## config.mk

```make
export PLATFORM = sky130hd
export DESIGN_NAME = bit_serial_alu_seq
export DESIGN_NICKNAME = d
export VERILOG_FILES = /design/src/rtl/bit_serial_alu_seq.sv
export SDC_FILE = /design/constraint.sdc
export NUM_CORES = 1
export LEC_CHECK = 0
export CORE_MARGIN = 1
export CORE_UTILIZATION = 45
export DETAILED_ROUTE_END_ITERATION = 7
export MAX_ROUTING_LAYER = met4
export PLACE_DENSITY = 0.79
export SYNTH_ARGS = -nofsm -noshare
export SYNTH_HDL_FRONTEND = slang
export SYNTH_SLANG_ARGS = --single-unit
```

## constraint.sdc

```tcl
create_clock -name clk -period 1.4 [get_ports clk]
set_clock_uncertainty 0.1 [all_clocks]
set_input_delay 0.28 -clock clk [delete_from_list [all_inputs] [get_ports clk]]
set_output_delay 0.28 -clock clk [all_outputs]
set_load 0.005 [all_outputs]
```

## src/rtl/bit_serial_alu_seq.sv

```systemverilog
// bit_serial_alu_seq
//   Sequencer that evaluates a WIDTH-bit AND/OR/ADD/SUB/SLT operation by driving a single external
//   one-bit ALU slice once per cycle, LSB first, and collecting its outputs into a WIDTH-bit
//   result with carry/overflow/zero flags.
//
// Ports
//   clk, rst                     rising-edge clock, asynchronous active-high reset
//   start, op, operand_a/b       request; operands and op latched when start is seen in IDLE
//   busy                         high while an operation is in flight (RUN/FIX/DONE)
//   done                         one-cycle pulse, result and flags valid from this cycle
//   result, cout, overflow, zero result and flags, held until the next accepted start
//   alu_a/b/cin/less, alu_op     drive the external slice
//   alu_result/g/p/set           combinational outputs returned by the slice
module bit_serial_alu_seq #(
    parameter int unsigned WIDTH = 8
) (
    input  logic             clk,
    input  logic             rst,
    input  logic             start,
    input  logic [2:0]       op,
    input  logic [WIDTH-1:0] operand_a,
    input  logic [WIDTH-1:0] operand_b,
    output logic             busy,
    output logic             done,
    output logic [WIDTH-1:0] result,
    output logic             cout,
    output logic             overflow,
    output logic             zero,
    output logic             alu_a,
    output logic             alu_b,
    output logic             alu_cin,
    output logic             alu_less,
    output logic [2:0]       alu_op,
    input  logic             alu_result,
    input  logic             alu_g,
    input  logic             alu_p,
    input  logic             alu_set
);

    localparam int unsigned IW = (WIDTH > 1) ? $clog2(WIDTH) : 1;
    localparam logic [IW-1:0] LAST_BIT = IW'(WIDTH - 1);
    localparam logic [2:0] OP_SLT = 3'b111;

    typedef enum logic [1:0] {
        IDLE = 2'd0,
        RUN  = 2'd1,
        FIX  = 2'd2,
        DONE = 2'd3
    } state_t;

    state_t state, next_state;

    logic [2:0]       op_q;
    logic [WIDTH-1:0] a_q;
    logic [WIDTH-1:0] b_q;
    logic [IW-1:0]    idx;
    logic             carry;
    logic             cin_msb;
    logic             set_q;
    logic             carry_next;

    assign carry_next = alu_g | (alu_p & carry);
    assign busy       = (state != IDLE);
    assign alu_op     = op_q;

    always_ff @(posedge clk or posedge rst) begin
        if (rst) begin
            state <= IDLE;
        end else begin
            state <= next_state;
        end
    end

    always_comb begin
        next_state = state;
        alu_a      = 1'b0;
        alu_b      = 1'b0;
        alu_cin    = 1'b0;
        alu_less   = 1'b0;
        case (state)
            IDLE: begin
                if (start) begin
                    next_state = RUN;
                end
            end
            RUN: begin
                alu_a   = a_q[idx];
                alu_b   = b_q[idx];
                alu_cin = carry;
                if (idx == LAST_BIT) begin
                    next_state = FIX;
                end
            end
            FIX:     next_state = DONE;
            DONE:    next_state = IDLE;
            default: next_state = IDLE;
        endcase
    end

    always_ff @(posedge clk or posedge rst) begin
        if (rst) begin
            op_q     <= '0;
            a_q      <= '0;
            b_q      <= '0;
            idx      <= '0;
            carry    <= 1'b0;
            cin_msb  <= 1'b0;
            set_q    <= 1'b0;
            result   <= '0;
            cout     <= 1'b0;
            overflow <= 1'b0;
            zero     <= 1'b0;
            done     <= 1'b0;
        end else begin
            // done is registered from the DONE state, so it lands in the cycle after DONE.
            done <= (state == DONE);
            case (state)
                IDLE: begin
                    if (start) begin
                        op_q  <= op;
                        a_q   <= operand_a;
                        b_q   <= operand_b;
                        idx   <= '0;
                        carry <= op[2];
                    end
                end
                RUN: begin
                    result[idx] <= alu_result;
                    carry       <= carry_next;
                    idx         <= idx + 1'b1;
                    if (idx == LAST_BIT) begin
                        cin_msb <= carry;
                        set_q   <= alu_set;
                        cout    <= carry_next;
                    end
                end
                FIX: begin
                    overflow <= cin_msb ^ cout;
                    // SLT: the per-bit results were all "less = 0"; replace with the MSB sign.
                    if (op_q == OP_SLT) begin
                        result <= {{(WIDTH - 1){1'b0}}, set_q};
                    end
                end
                DONE: begin
                    zero <= (result == '0);
                end
                default: ;
            endcase
        end
    end

endmodule

```

After elaboration in Yosys (flattened, before gate mapping):

Index checks and enable logic that the tools add are counted.

* bitwise gates (word level): 3
* div/mod/pow operators: 0
* reductions and logical operators: 11
* $lt $le $gt $ge: 2
* add/subtract/negate cells: 1
* mux-type cells: 19
* multiply operators: 0
* equal/unequal tests: 8
* shift operators: 0

Operator list (number)
* $pmux W8 S2: 1
* $reduce_and A2 Y1: 5
* $bwmux W8: 1
* $logic_not A8 Y1: 1
* $mux W8: 1
* $pmux W2 S4: 1
* $mux W1: 7
* $bmux W1 S3: 2
* $eq A3 B3 Y1 const B: 2
* $ne A2 B2 Y1 const B: 3
* $pmux W3 S2: 1
* $reduce_bool A2 Y1: 3
* $eq A2 B2 Y1 const B: 2
* $lt A3 B4 Y1 const B: 1
* $mux W2: 2
* $add A3 B1 Y3 const B: 1
* $demux W1 S3: 1
* $ge A3 B1 Y1 const B: 1
* $mux W3: 1
* $eq A2 B1 Y1 const B: 1
* $logic_not A2 Y1: 1
* $pmux W1 S2: 1
* $and A1 B1 Y1: 1
* $logic_and A1 B1 Y1: 1
* other kinds (2): 2

* bits in read-only memories: 0
* latch bits: 0
* output and inout port bits: 20
* memory bits (writable): 0
* memories: 0
* register bits: 39

Longest topological paths before layout:

Gate-level depths: netlist (run 1).

* depth after elaboration: 6
* gate-level depth with buffers: 7
* depth with buffers taken out: 6

Least setup slack after synthesis (run 1):

No wires, ideal clock.

* path type: reg-to-reg
* from: register state[0]
* to: register result[3]
* path buffers: 0
* path slack: -0.161 ns
* arrival: 1.339 ns
* stages on the path, launching flop included: 7
* cell sequence: dfrtp_1 inv_1 ha_1 nor2b_1 a41o_1 o21ai_0 a32o_1

* cells in the longest elaborated chain, start to end: 3

Ends and longest elaborated chain
* start, declared: line 51 `state_t state, next_state;`
* start signal, assigned: line 70 `state <= next_state;`
* $eq A2 B2 Y1 or $eq A2 B1 Y1 (tied branches): line 117 `case (state)`
* $ne A2 B2 Y1 (no source line) or $reduce_bool A2 Y1 (tied branches)
* $reduce_and A2 Y1 (no source line)
* end signal, assigned by index: line 128 `result[idx] <= alu_result;`
* end signal, assigned: line 141 `result <= {{(WIDTH - 1){1'b0}}, set_q};`
* end, declared: line 25 `output logic [WIDTH-1:0] result,`

Parallel ways exist; a longest one is shown, timed or not.
A chain may end at the register's enable or synchronous reset.

Worst setup path after layout (run 1):

* from: register idx[0]
* to: output port alu_a

* cells in the longest elaborated chain, start to end: 3

Ends and longest elaborated chain
* start, declared: line 56 `logic [IW-1:0] idx;`
* start signal, assigned: line 130 `idx <= idx + 1'b1;`
* $bmux W1 S3: line 87 `alu_a = a_q[idx];`
* $mux W1 (implied by the code): line 87
* $mux W1: line 80 `case (state)`
* end, declared: line 29 `output logic alu_a,`

Every way passes these cells. The select of a mux whose other input is x is not followed.

==> key figures, run 1 <==
Status
  • Status: finished with violations
  • Failing checks: setup timing

Detailed routing
  • Routed vias: 2002
  • TritonRoute pass-1 iters: 5
  • Met2 WL: 4140 µm
  • Post-Route M1 WL: 3020 µm
  • Residual DRC: 0
  • WL met3: 446 µm
  • Drt first-iter violations: 165
  • Max Used Layer: met4
  • Total wire length: 7940 µm
  • Via/cell ratio: 5.99
  • Avg WL per Cell: 23.8 µm
  • Final ANT Viol Nets: 0

Critical path
  • Critical Path Fanout Max: 6
  • CP Launch Type: flop
  • CP Class: flop to output pin
  • Required @ worst endpoint: 1.02 ns
  • Arr. time, crit path: 1.84 ns
  • Worst R2R Start: state[0]$_DFFE_PP0P_
  • Flop2flop setup slack: -0.42 ns
  • CP endpoint kind: output pin
  • R2r worst-path depth: 8
  • Reg2reg end: result[6]$_DFFE_PP0P_

Layout
  • Final Util: 0.843
  • Share of post-route cells with drive strength above 1: 0.514
  • Fillers: 199
  • # diodes: 0
  • Commonest non-fill, non-tap cell in the layout: buf_4
  • Commonest non-fill, non-tap cells in the layout: buf_4, dfrtp_1, buf_6
  • P&R area growth vs syn: 75.7%
  • Layout Nets: 316

Floorplanning
  • Core area: 4120 µm²
  • Die Y: 68.2 µm
  • Starting Density: 0.480
  • Number of core rows: 23
  • Chip width: 68.2 µm
  • DIE AREA: 4660 µm²
  • I/O pins: 46

STA
  • Minimum clock period: 2.22 ns
  • RSZ-0062 raised after global routing: yes
  • Setup-failing EPs final: 40
  • Maximum clock rate: 451 MHz
  • TNS Setup: -13.26 ns
  • Hold WS: 0.234 ns
  • Worst Slack Setup Final: -0.816 ns
  • Period utilisation layout: 1.58
  • Fin. max-slew vios: 0
  • Count of final hold-check violations: 0

Yosys
  • Flops & latches, synth: 39
  • Post-Syn Nets: 206
  • Cell Area, Synth: 1970 µm²
  • Sequential area share after synthesis: 0.494
  • Share of the synthesized area in the top cell type: 0.494
  • Netlist cell types: 43
  • Top post-synthesis cells by area: dfrtp_1, mux2_2, ha_1
  • Top cell type by total area after synthesis: dfrtp_1
  • Post-synthesis cell count: 173
  • Mean Syn Cell Area: 11.4 µm²
  • Ys Warns: 0

Power and ir drop
  • Total net switching power: 0.00324 W
  • Pint: 0.00502 W
  • Maximum VDD drop: 0.00135 V
  • Leakage: 1.60 nW
  • Flop pwr share: 0.248
  • Logic pwr share: 0.661
  • Sw Ratio: 0.392
  • Pwr/cell area: 2380 nW/µm²
  • Clock power frac: 0.091

Worst hold path
  • Hold Crit Class: primary input to asynchronous set/reset pin

Clock tree
  • Worst-Skew Late Latency: 0.30 ns
  • Root Driver: clkbuf_8
  • Total clock buffers created by CTS: 5
  • CTS Buffer Depth: 2
  • Hold-fix buffers, CTS: 0
  • CTS tree: built
  • CTS H-tree lvls: 2
  • Clock Sink Count: 39
  • Clock transition at path regs: 0.08 ns

Global route
  • First-pass GRT wire length: 10100 µm
  • Initial antenna violation count: 0
  • Pin count of the biggest net entering global routing: 40
  • Remaining Overflow, GRT: 0
  • Overall Global Routing Usage: 0.321
  • Vias in the first global route: 1961

Run
  • MaxCap Viol Count: 0

Placed design
  • Dpl hpwl: 3440 µm
  • RePlAce Congestion: 0.801
  • Port Buffers: 44
## cells in the mapped netlist, drive strengths merged
cell    number
a221o        1
o21a         1
a22oi        1
nor2         5
mux2i        1
a211oi       3
nand2b       3
nand4b       1
inv          8
nor4         1
xnor2        1
a22o         3
a41o         1
clkbuf       1
and2         2
a221oi       2
mux2        22
o211ai       1
buf         10
a21oi        7
ha           7
nor3         2
o21ai       17
a32o         3
conb         1
nor3b        2
o32a         1
a21bo        1
o31ai        1
dfrtp       39
a31oi        2
and3         3
o22ai        1
a41oi        1
nor2b        6
nand2        8
nand3        2
and3b        1
## registers in the layout, indices dropped and copies added (netlist names)
register / count
overflow: 1
result: 8
carry: 1
cin_msb: 1
set_q: 1
zero: 1
alu_op: 3
cout: 1
state: 2
idx: 3
a_q: 8
done: 1
b_q: 8
## timing repair
item | CTS | global route
gates resized for setup | 98 | 33
setup endpoints to repair | 55 | 42
buffers inserted | 32 | 6
pin swaps | 24 | 15
cloned | 3 | 0
## logic make-up after synthesis
logic type | after synthesis | share of synthesized area
AND/OR/NAND/NOR | 36 | 0.100
buffers and inverters | 19 | 0.0545
XOR/XNOR | 1 | 0.00444
flip-flops | 39 | 0.494
AO/OA/AOI/OAI | 47 | 0.168
other | 1 | 0.00190
adder cells (fa/ha/maj) | 7 | 0.0444
multiplexers | 23 | 0.132
## through the flow
stage,cell area (µm²),cells,total power [W],setup WS [ns]
after detailed placement,2760,290,0.00542,-0.713
after global routing,3470,334,0.00860,-0.836
after floorplan,2080,173,0.00394,-0.118
final,3470,334,0.00827,-0.816
after global placement,2760,290,0.00527,-0.628
after CTS,3350,333,0.00732,-0.655
## worst max-delay path by stage
stage                       start  endpoint  depth (start not counted)  slack (ns)
6_report       idx[0]$_DFFE_PP0P_     alu_a                          7       -0.82
5_1_grt        idx[0]$_DFFE_PP0P_     alu_a                          7       -0.84
3_5_place_dp   idx[1]$_DFFE_PP0P_     alu_a                          5       -0.71
2_1_floorplan  idx[1]$_DFFE_PP0P_     alu_b                          5       -0.12
3_3_place_gp   idx[1]$_DFFE_PP0P_     alu_a                          5       -0.63
4_1_cts        idx[1]$_DFFE_PP0P_     alu_a                          6       -0.65
## power by group through the flow
stage | sequential, W | clock [W] | combinational (W)
after floorplan | 0.00198 | 0 | 0.00196
after global placement | 0.00208 | 0 | 0.00319
after detailed placement | 0.00211 | 0 | 0.00330
after CTS | 0.00198 | 0.000749 | 0.00460
after global routing | 0.00209 | 0.000808 | 0.00571
final | 0.00205 | 0.000755 | 0.00546
## layout make-up
| type | instances | area (µm²) | share of cell area |
|---|---|---|---|
| flip-flops and latches | 39 | 981 | 0.283 |
| inverters | 8 | 37.5 | 0.0108 |
| clock inverters | 1 | 5.00 | 0.00144 |
| multi-input cells | 115 | 1190 | 0.342 |
| repair buffers | 114 | 1120 | 0.323 |
| well taps | 50 | 62.6 | 0.0180 |
| clock buffers | 7 | 76.3 | 0.0220 |
## worst max-delay path, cell delays in order (launching register included)
cell and delay [ns]:
dfrtp_2 0.43, buf_6 0.14, buf_4 0.14, nor3b_2 0.31, a221oi_2 0.14, o22ai_1 0.11
and2_1 0.14, buf_2 0.12
## routing by layer
metal,up-vias,global-route usage
met5,-,-
met4,0,0.154
met3,33,0.0533
met2,123,0.542
met1,998,0.367
li1,848,-
No activity file was read; power rests on OpenSTA's default activity.
==> run 2, diff against run 1 <==
GPL_ROUTABILITY_DRIVEN = 0   (was default)
HOLD_SLACK_MARGIN = 0.12   (was default)
==> run 2 against run 1 <==
The run still ends with setup timing left. Combinational power up 3%. Clock-buffer cell count down 1. Worst hold slack worse by 0.0048 ns. Via count up 2.2%. Sequential cell count unchanged. Critical path depth unchanged. Sequential share of layout area down 0.26 points. Clock power down 2%. Register-to-register slack about the same. Non-clock buffer count up 7. Critical path type unchanged. Largest cell class unchanged.
==> key figures, run 2 (same netlist as run 1, synthesis figures left out) <==
Status
  • Status: finished with violations
  • Failing checks: setup timing

Detailed routing
  • Drt first-iter violations: 189 (+15%)
  • Avg WL per Cell: 22.7 µm (-4.5%)
  • Routed vias: 2047 (+2.2%)
  • TritonRoute pass-1 iters: 4 (-1)
  • Final ANT Viol Nets: 0 (unchanged)
  • Residual DRC: 0 (unchanged)
  • Total wire length: 7700 µm (-3.1%)
  • Via/cell ratio: 6.04 (+0.74%)

Clock tree
  • Root Driver: clkbuf_8
  • Total clock buffers created by CTS: 5 (unchanged)
  • CTS H-tree lvls: 2 (unchanged)
  • CTS Buffer Depth: 2 (unchanged)
  • CTS tree: built
  • Worst-Skew Late Latency: 0.31 ns (about the same)
  • Clock Sink Count: 39 (unchanged)
  • Clock transition at path regs: 0.08 ns (about the same)

Power and ir drop
  • Leakage: 1.63 nW (+1.8%)
  • Pwr/cell area: 2400 nW/µm² (+0.57%)
  • Maximum VDD drop: 0.00120 V (-11%)

Critical path
  • Worst path bufs/invs: 4 (+1)
  • Worst path max stage delay: 0.39 ns (-0.04 ns)
  • CP Class: flop to output pin
  • Reg2reg end: result[4]$_DFFE_PP0P_
  • Flop2flop setup slack: -0.41 ns (about the same)
  • Crit-path cells: buf_4 > buf_4 > clkinvlp_4 > a221oi_2 > o22ai_1 > and2_1 > buf_2
  • Worst R2R Start: state[1]$_DFFE_PP0P_
  • R2r worst-path depth: 7 (-1)
  • Critical Path Fanout Max: 4 (-2)
  • CP max stage cell: dfrtp_2
  • CP endpoint kind: output pin
  • Arr. time, crit path: 1.79 ns (-0.05 ns)
  • Most Frequent Cell on Critical Path: buf_4
  • CP Launch Type: flop
  • Required @ worst endpoint: 1.02 ns (about the same)
  • Crit-path leading delay family: buffers and inverters

Global route
  • Pin count of the biggest net entering global routing: 40 (unchanged)
  • Remaining Overflow, GRT: 0 (unchanged)
  • Overall Global Routing Usage: 0.343 (+0.0225)
  • Initial antenna violation count: 0 (unchanged)
  • Vias in the first global route: 2049 (+4.5%)
  • First-pass GRT wire length: 10600 µm (+4.7%)

Placed design
  • Port Buffers: 44 (unchanged)
  • Pre-CTS setup slack: -0.664 ns (+0.0484 ns)
  • Dpl hpwl: 3270 µm (-5.0%)
  • Placed cells: 290 (unchanged)

Layout
  • Final Instance Count excl. Fillers: 339 (+1.5%)
  • Commonest non-fill, non-tap cell in the layout: buf_4
  • P&R area growth vs syn: 77.4%
  • Biggest registers after layout: a_q (8), b_q (8), result (8)
  • Share of post-route cells with drive strength above 1: 0.529 (+0.0153)
  • # diodes: 0 (unchanged)
  • Commonest non-fill, non-tap cells in the layout: buf_4, dfrtp_1, clkdlybuf4s50_1
  • Layout Nets: 323 (+2.2%)

Run
  • MaxCap Viol Count: 0 (unchanged)

STA
  • Minimum clock period: 2.17 ns (-0.0462 ns)
  • Count of final hold-check violations: 0 (unchanged)
  • Setup-failing EPs final: 40 (unchanged)
  • Worst Slack Setup Final: -0.770 ns (+0.0462 ns)
  • Maximum clock rate: 461 MHz (+2.1%)
  • Period utilisation layout: 1.55 (-0.0330)
  • RSZ-0062 raised after global routing: yes
  • Fin. max-slew vios: 0 (unchanged)

Floorplanning
  • Starting Density: 0.480 (unchanged)
  • Core area: 4120 µm² (unchanged)
  • Die Y: 68.2 µm (unchanged)
  • I/O pins: 46 (unchanged)
  • DIE AREA: 4660 µm² (unchanged)
  • Number of core rows: 23 (unchanged)
  • Chip width: 68.2 µm (unchanged)

Worst hold path
  • Hold Crit Class: primary input to asynchronous set/reset pin
[run 2: changes by cell type in the layout (fill, tap and decap cells not counted), moves of 2 or more]
cell and change:
buf_4 +10, buf_6 -3, o21ai_1 -2, o21ai_2 +2
[run 2: repair_timing]
item / CTS / global route
resized for setup: 90 / 34
cloned: 3 / 0
endpoints found under the hold margin: 0 / 0
endpoints found under the setup margin: 55 / 41
buffers inserted: 38 / 4
pin swaps: 21 / 7
hold buffers: 0 / 0
[run 2: final cells by class]
type	count	area, µm²
clock buffers	6	72.6
fillers	186	613
inverters	8	38.8
multi-input cells	115	1190
flip-flops and latches	39	981
well taps	50	62.6
repair buffers	121	1160
[run 2: routing by layer]
layer	global-route usage	vias up	share of wire
met2	0.555	129	0.50
met3	0.105	49	0.068
li1	-	859	-
met4	0.242	0	0.060
met1	0.352	1010	0.38
met5	-	-	0
[run 2: per-stage QoR]
step / setup TNS (ns) / utilization / hold WS, ns / area, µm² / power (W)
CTS: -10.57 / 0.817 / 0.253 / 3360 / 0.00731
global placement: -9.85 / 0.670 / 0.384 / 2760 / 0.00526
finish: -14.50 / 0.851 / 0.229 / 3500 / 0.00839
floorplan: -1.42 / - / 0.330 / 2080 / 0.00394
detailed placement: -10.79 / 0.670 / 0.402 / 2760 / 0.00536
global route: -15.47 / 0.851 / 0.270 / 3500 / 0.00873
[run 2: how the worst max path moves through the flow]
stage | startpoint | end | slack, ns | depth (start not counted)
after floorplan | idx[1]$_DFFE_PP0P_ | alu_b | -0.12 | 5
after global placement | idx[1]$_DFFE_PP0P_ | alu_a | -0.62 | 5
after detailed placement | idx[1]$_DFFE_PP0P_ | alu_b | -0.66 | 6
after CTS | idx[2]$_DFFE_PP0P_ | alu_a | -0.61 | 7
after global routing | idx[1]$_DFFE_PP0P_ | alu_a | -0.86 | 6
final | idx[2]$_DFFE_PP0P_ | alu_a | -0.77 | 7
[run 2: worst reg2reg max path, stage by stage (launching register included)]
cell	delay (ns)
dfrtp_1	0.42
inv_2	0.12
ha_4	0.17
buf_6	0.11
nor2b_4	0.19
buf_6	0.14
nand3_1	0.16
o31ai_1	0.29
[run 2: where the power goes]
part	switching, W	internal (W)	total [W]
clock	0.000407	0.000333	0.000740
combinational	0.00248	0.00312	0.00561
sequential	0.000386	0.00166	0.00205
==> run 3, diff against run 2 <==
CORE_UTILIZATION = 46   (was 45)
CTS_BUF_LIST = sky130_fd_sc_hd__clkbuf_2   (was default)
PLACE_DENSITY = 0.8   (was 0.79)
==> run 3 against run 2 <==
The flow still finishes with violations (setup timing). Non-clock buffer count down 5. Clock power down 34%. Global-route usage down 3.4 points. Design area down 4.4%. Wire length down 15%. Cell count down 1.2%. Die area down 2.1%.
==> key figures, run 3 (same netlist as run 1, synthesis figures left out) <==
Layout
  • Biggest registers after layout: a_q (8), b_q (8), result (8)
  • P&R area growth vs syn: 69.6%
  • # diodes: 0 (unchanged)
  • Commonest non-fill, non-tap cell in the layout: buf_4
  • Layout Nets: 318 (-1.5%)
  • Commonest non-fill, non-tap cells in the layout: buf_4, dfrtp_1, clkdlybuf4s50_1
  • Share of post-route cells with drive strength above 1: 0.547 (+0.0180)
  • Register area: 980 µm² (-0.13%)
  • Fillers: 216 (+16%)
  • Area of the multi-input gates: 1170 µm² (-1.4%)

Global route
  • Vias in the first global route: 1895 (-7.5%)
  • Pin count of the biggest net entering global routing: 40 (unchanged)
  • Overall Global Routing Usage: 0.309 (-0.0340)
  • Initial antenna violation count: 0 (unchanged)
  • First-pass GRT wire length: 9520 µm (-9.9%)
  • Remaining Overflow, GRT: 0 (unchanged)

Floorplanning
  • Starting Density: 0.487 (+0.00681)
  • Number of core rows: 23 (unchanged)
  • I/O pins: 46 (unchanged)
  • Die Y: 67.5 µm (-1.1%)
  • Chip width: 67.5 µm (-1.1%)
  • Core area: 4060 µm² (-1.4%)
  • DIE AREA: 4560 µm² (-2.1%)

Critical path
  • CP Class: flop to output pin
  • Crit-path leading delay family: flip-flops
  • Worst path max stage delay: 0.50 ns (+0.11 ns)
  • Worst path bufs/invs: 2 (-2)
  • Required @ worst endpoint: 1.02 ns (about the same)
  • Critical Path Fanout Max: 6 (+2)
  • CP endpoint kind: output pin
  • Worst R2R Start: state[1]$_DFFE_PP0P_
  • Arr. time, crit path: 1.87 ns (+0.08 ns)
  • CP Launch Type: flop
  • Crit path from: idx[1]$_DFFE_PP0P_
  • CP max stage cell: dfrtp_2
  • Crit-path cells: buf_6 > mux2_4 > a22oi_2 > o21ai_1 > o21a_1 > buf_2

Detailed routing
  • TritonRoute pass-1 iters: 6 (+2)
  • Final ANT Viol Nets: 0 (unchanged)
  • Routed vias: 1935 (-5.5%)
  • Avg WL per Cell: 19.6 µm (-14%)
  • Total wire length: 6560 µm (-15%)
  • Via/cell ratio: 5.78 (-4.3%)
  • Residual DRC: 0 (unchanged)
  • Drt first-iter violations: 218 (+15%)

STA
  • Setup-failing EPs final: 40 (unchanged)
  • Fin. max-slew vios: 0 (unchanged)
  • Period utilisation layout: 1.61 (+0.0551)
  • Minimum clock period: 2.25 ns (+0.0772 ns)
  • Worst Slack Setup Final: -0.847 ns (-0.0772 ns)
  • Hold WS: 0.351 ns (+0.122 ns)
  • RSZ-0062 raised after global routing: yes
  • Maximum clock rate: 445 MHz (-3.4%)
  • Count of final hold-check violations: 0 (unchanged)

Run
  • MaxCap Viol Count: 0 (unchanged)

Status
  • Status: finished with violations
  • Failing checks: setup timing

Worst hold path
  • Beginning of the worst hold path: operand_a[6]
  • Hold Crit Class: primary input to flop

Placed design
  • Pre-CTS setup slack: -0.753 ns (-0.0888 ns)
  • Port Buffers: 44 (unchanged)
  • Dpl hpwl: 3290 µm (+0.76%)

Power and ir drop
  • Maximum VDD drop: 0.00137 V (+14%)
  • Pwr/cell area: 2260 nW/µm² (-5.5%)
  • Leakage: 1.62 nW (-0.43%)

Clock tree
  • Clock transition at path regs: 0.20 ns (+0.12 ns)
  • Root Driver: clkbuf_2
  • CTS Buffer Depth: 2 (unchanged)
  • Clock Sink Count: 39 (unchanged)
  • Worst-Skew Late Latency: 0.42 ns (+0.11 ns)
  • CTS H-tree lvls: 2 (unchanged)
  • CTS tree: built
  • Total clock buffers created by CTS: 5 (unchanged)
[run 3: cell count changes in the layout (fill, tap and decap cells not counted), moves of 2 or more]
cell / previous run / this run
clkbuf_2: 0 / 13
o21ai_2: 6 / 3
mux2_2: 13 / 2
o21ai_1: 10 / 13
mux2_4: 9 / 20
buf_6: 23 / 18
buf_2: 2 / 9
dlygate4sd2_1: 15 / 0
buf_4: 50 / 47
nor3b_2: 2 / 0
clkbuf_8: 5 / 0
[run 3: worst reg2reg max path: stages (launching register included)]
cell     delay (ns)
dfrtp_1        0.43
inv_2          0.07
buf_6          0.11
buf_6          0.11
ha_4           0.16
buf_6          0.13
nand2_8        0.09
buf_12         0.11
buf_12         0.12
nor2_4         0.04
a221o_1        0.27
[run 3: power breakdown]
| group | switching, W | total [W] | internal [W] |
|---|---|---|---|
| registers | 0.000382 | 0.00203 | 0.00165 |
| clock network | 0.000384 | 0.000489 | 0.000105 |
| logic | 0.00212 | 0.00506 | 0.00294 |
| total | 0.00289 | 0.00758 | 0.00470 |
[run 3: area by class of cell]
| class | instances | area share |
|---|---|---|
| multi-input combinational | 115 | 0.349 |
| inverter | 8 | 0.00971 |
| tap | 50 | 0.0187 |
| clock buffer | 5 | 0.00747 |
| timing repair buffer | 116 | 0.320 |
| sequential | 39 | 0.292 |
| clock inverter | 2 | 0.00261 |
[run 3: per-layer routing]
layer / GRT usage / vias to the layer above / routed length, µm
li1: - / 848 / -
met1: 0.367 / 941 / 2670
met2: 0.495 / 119 / 3140
met3: 0.0557 / 27 / 515
met4: 0.165 / 0 / 231
met5: - / - / 0
[run 3: worst paths after layout]
check / endpoint / slack (ns) / cells past startpoint
worst max-delay path: alu_b / -0.85 / 6
worst min-delay path: a_q[6]$_DFFE_PP0P_ / 0.35 / 2
worst max register to register: carry$_DFFE_PP0P_ / -0.44 / 10
worst min register to register: zero$_DFFE_PP0P_ / 0.43 / 2
max in group asynchronous: state[0]$_DFFE_PP0P_ / 0.34 / 4
min in group asynchronous: b_q[0]$_DFFE_PP0P_ / 0.64 / 4
[run 3: repair_timing]
| item | CTS | global route |
|---|---|---|
| gates cloned | 3 | 0 |
| pin swaps | 21 | 9 |
| setup buffers | 31 | 12 |
| hold endpoints to repair | 39 | 0 |
| resized for setup | 118 | 43 |
| hold buffers | 1 | 0 |
| setup endpoints to repair | 55 | 53 |
[run 3: per-stage QoR]
step / cells / power, W / TNS (ns) / utilization / cell area, µm²
after floorplan: 173 / 0.00394 / -1.42 / - / 2080
after global placement: 287 / 0.00518 / -9.78 / 0.673 / 2730
after detailed placement: 287 / 0.00531 / -10.41 / 0.673 / 2730
after CTS: 329 / 0.00682 / -14.10 / 0.799 / 3240
after global routing: 335 / 0.00793 / -16.96 / 0.825 / 3350
final: 335 / 0.00758 / -15.98 / 0.825 / 3350
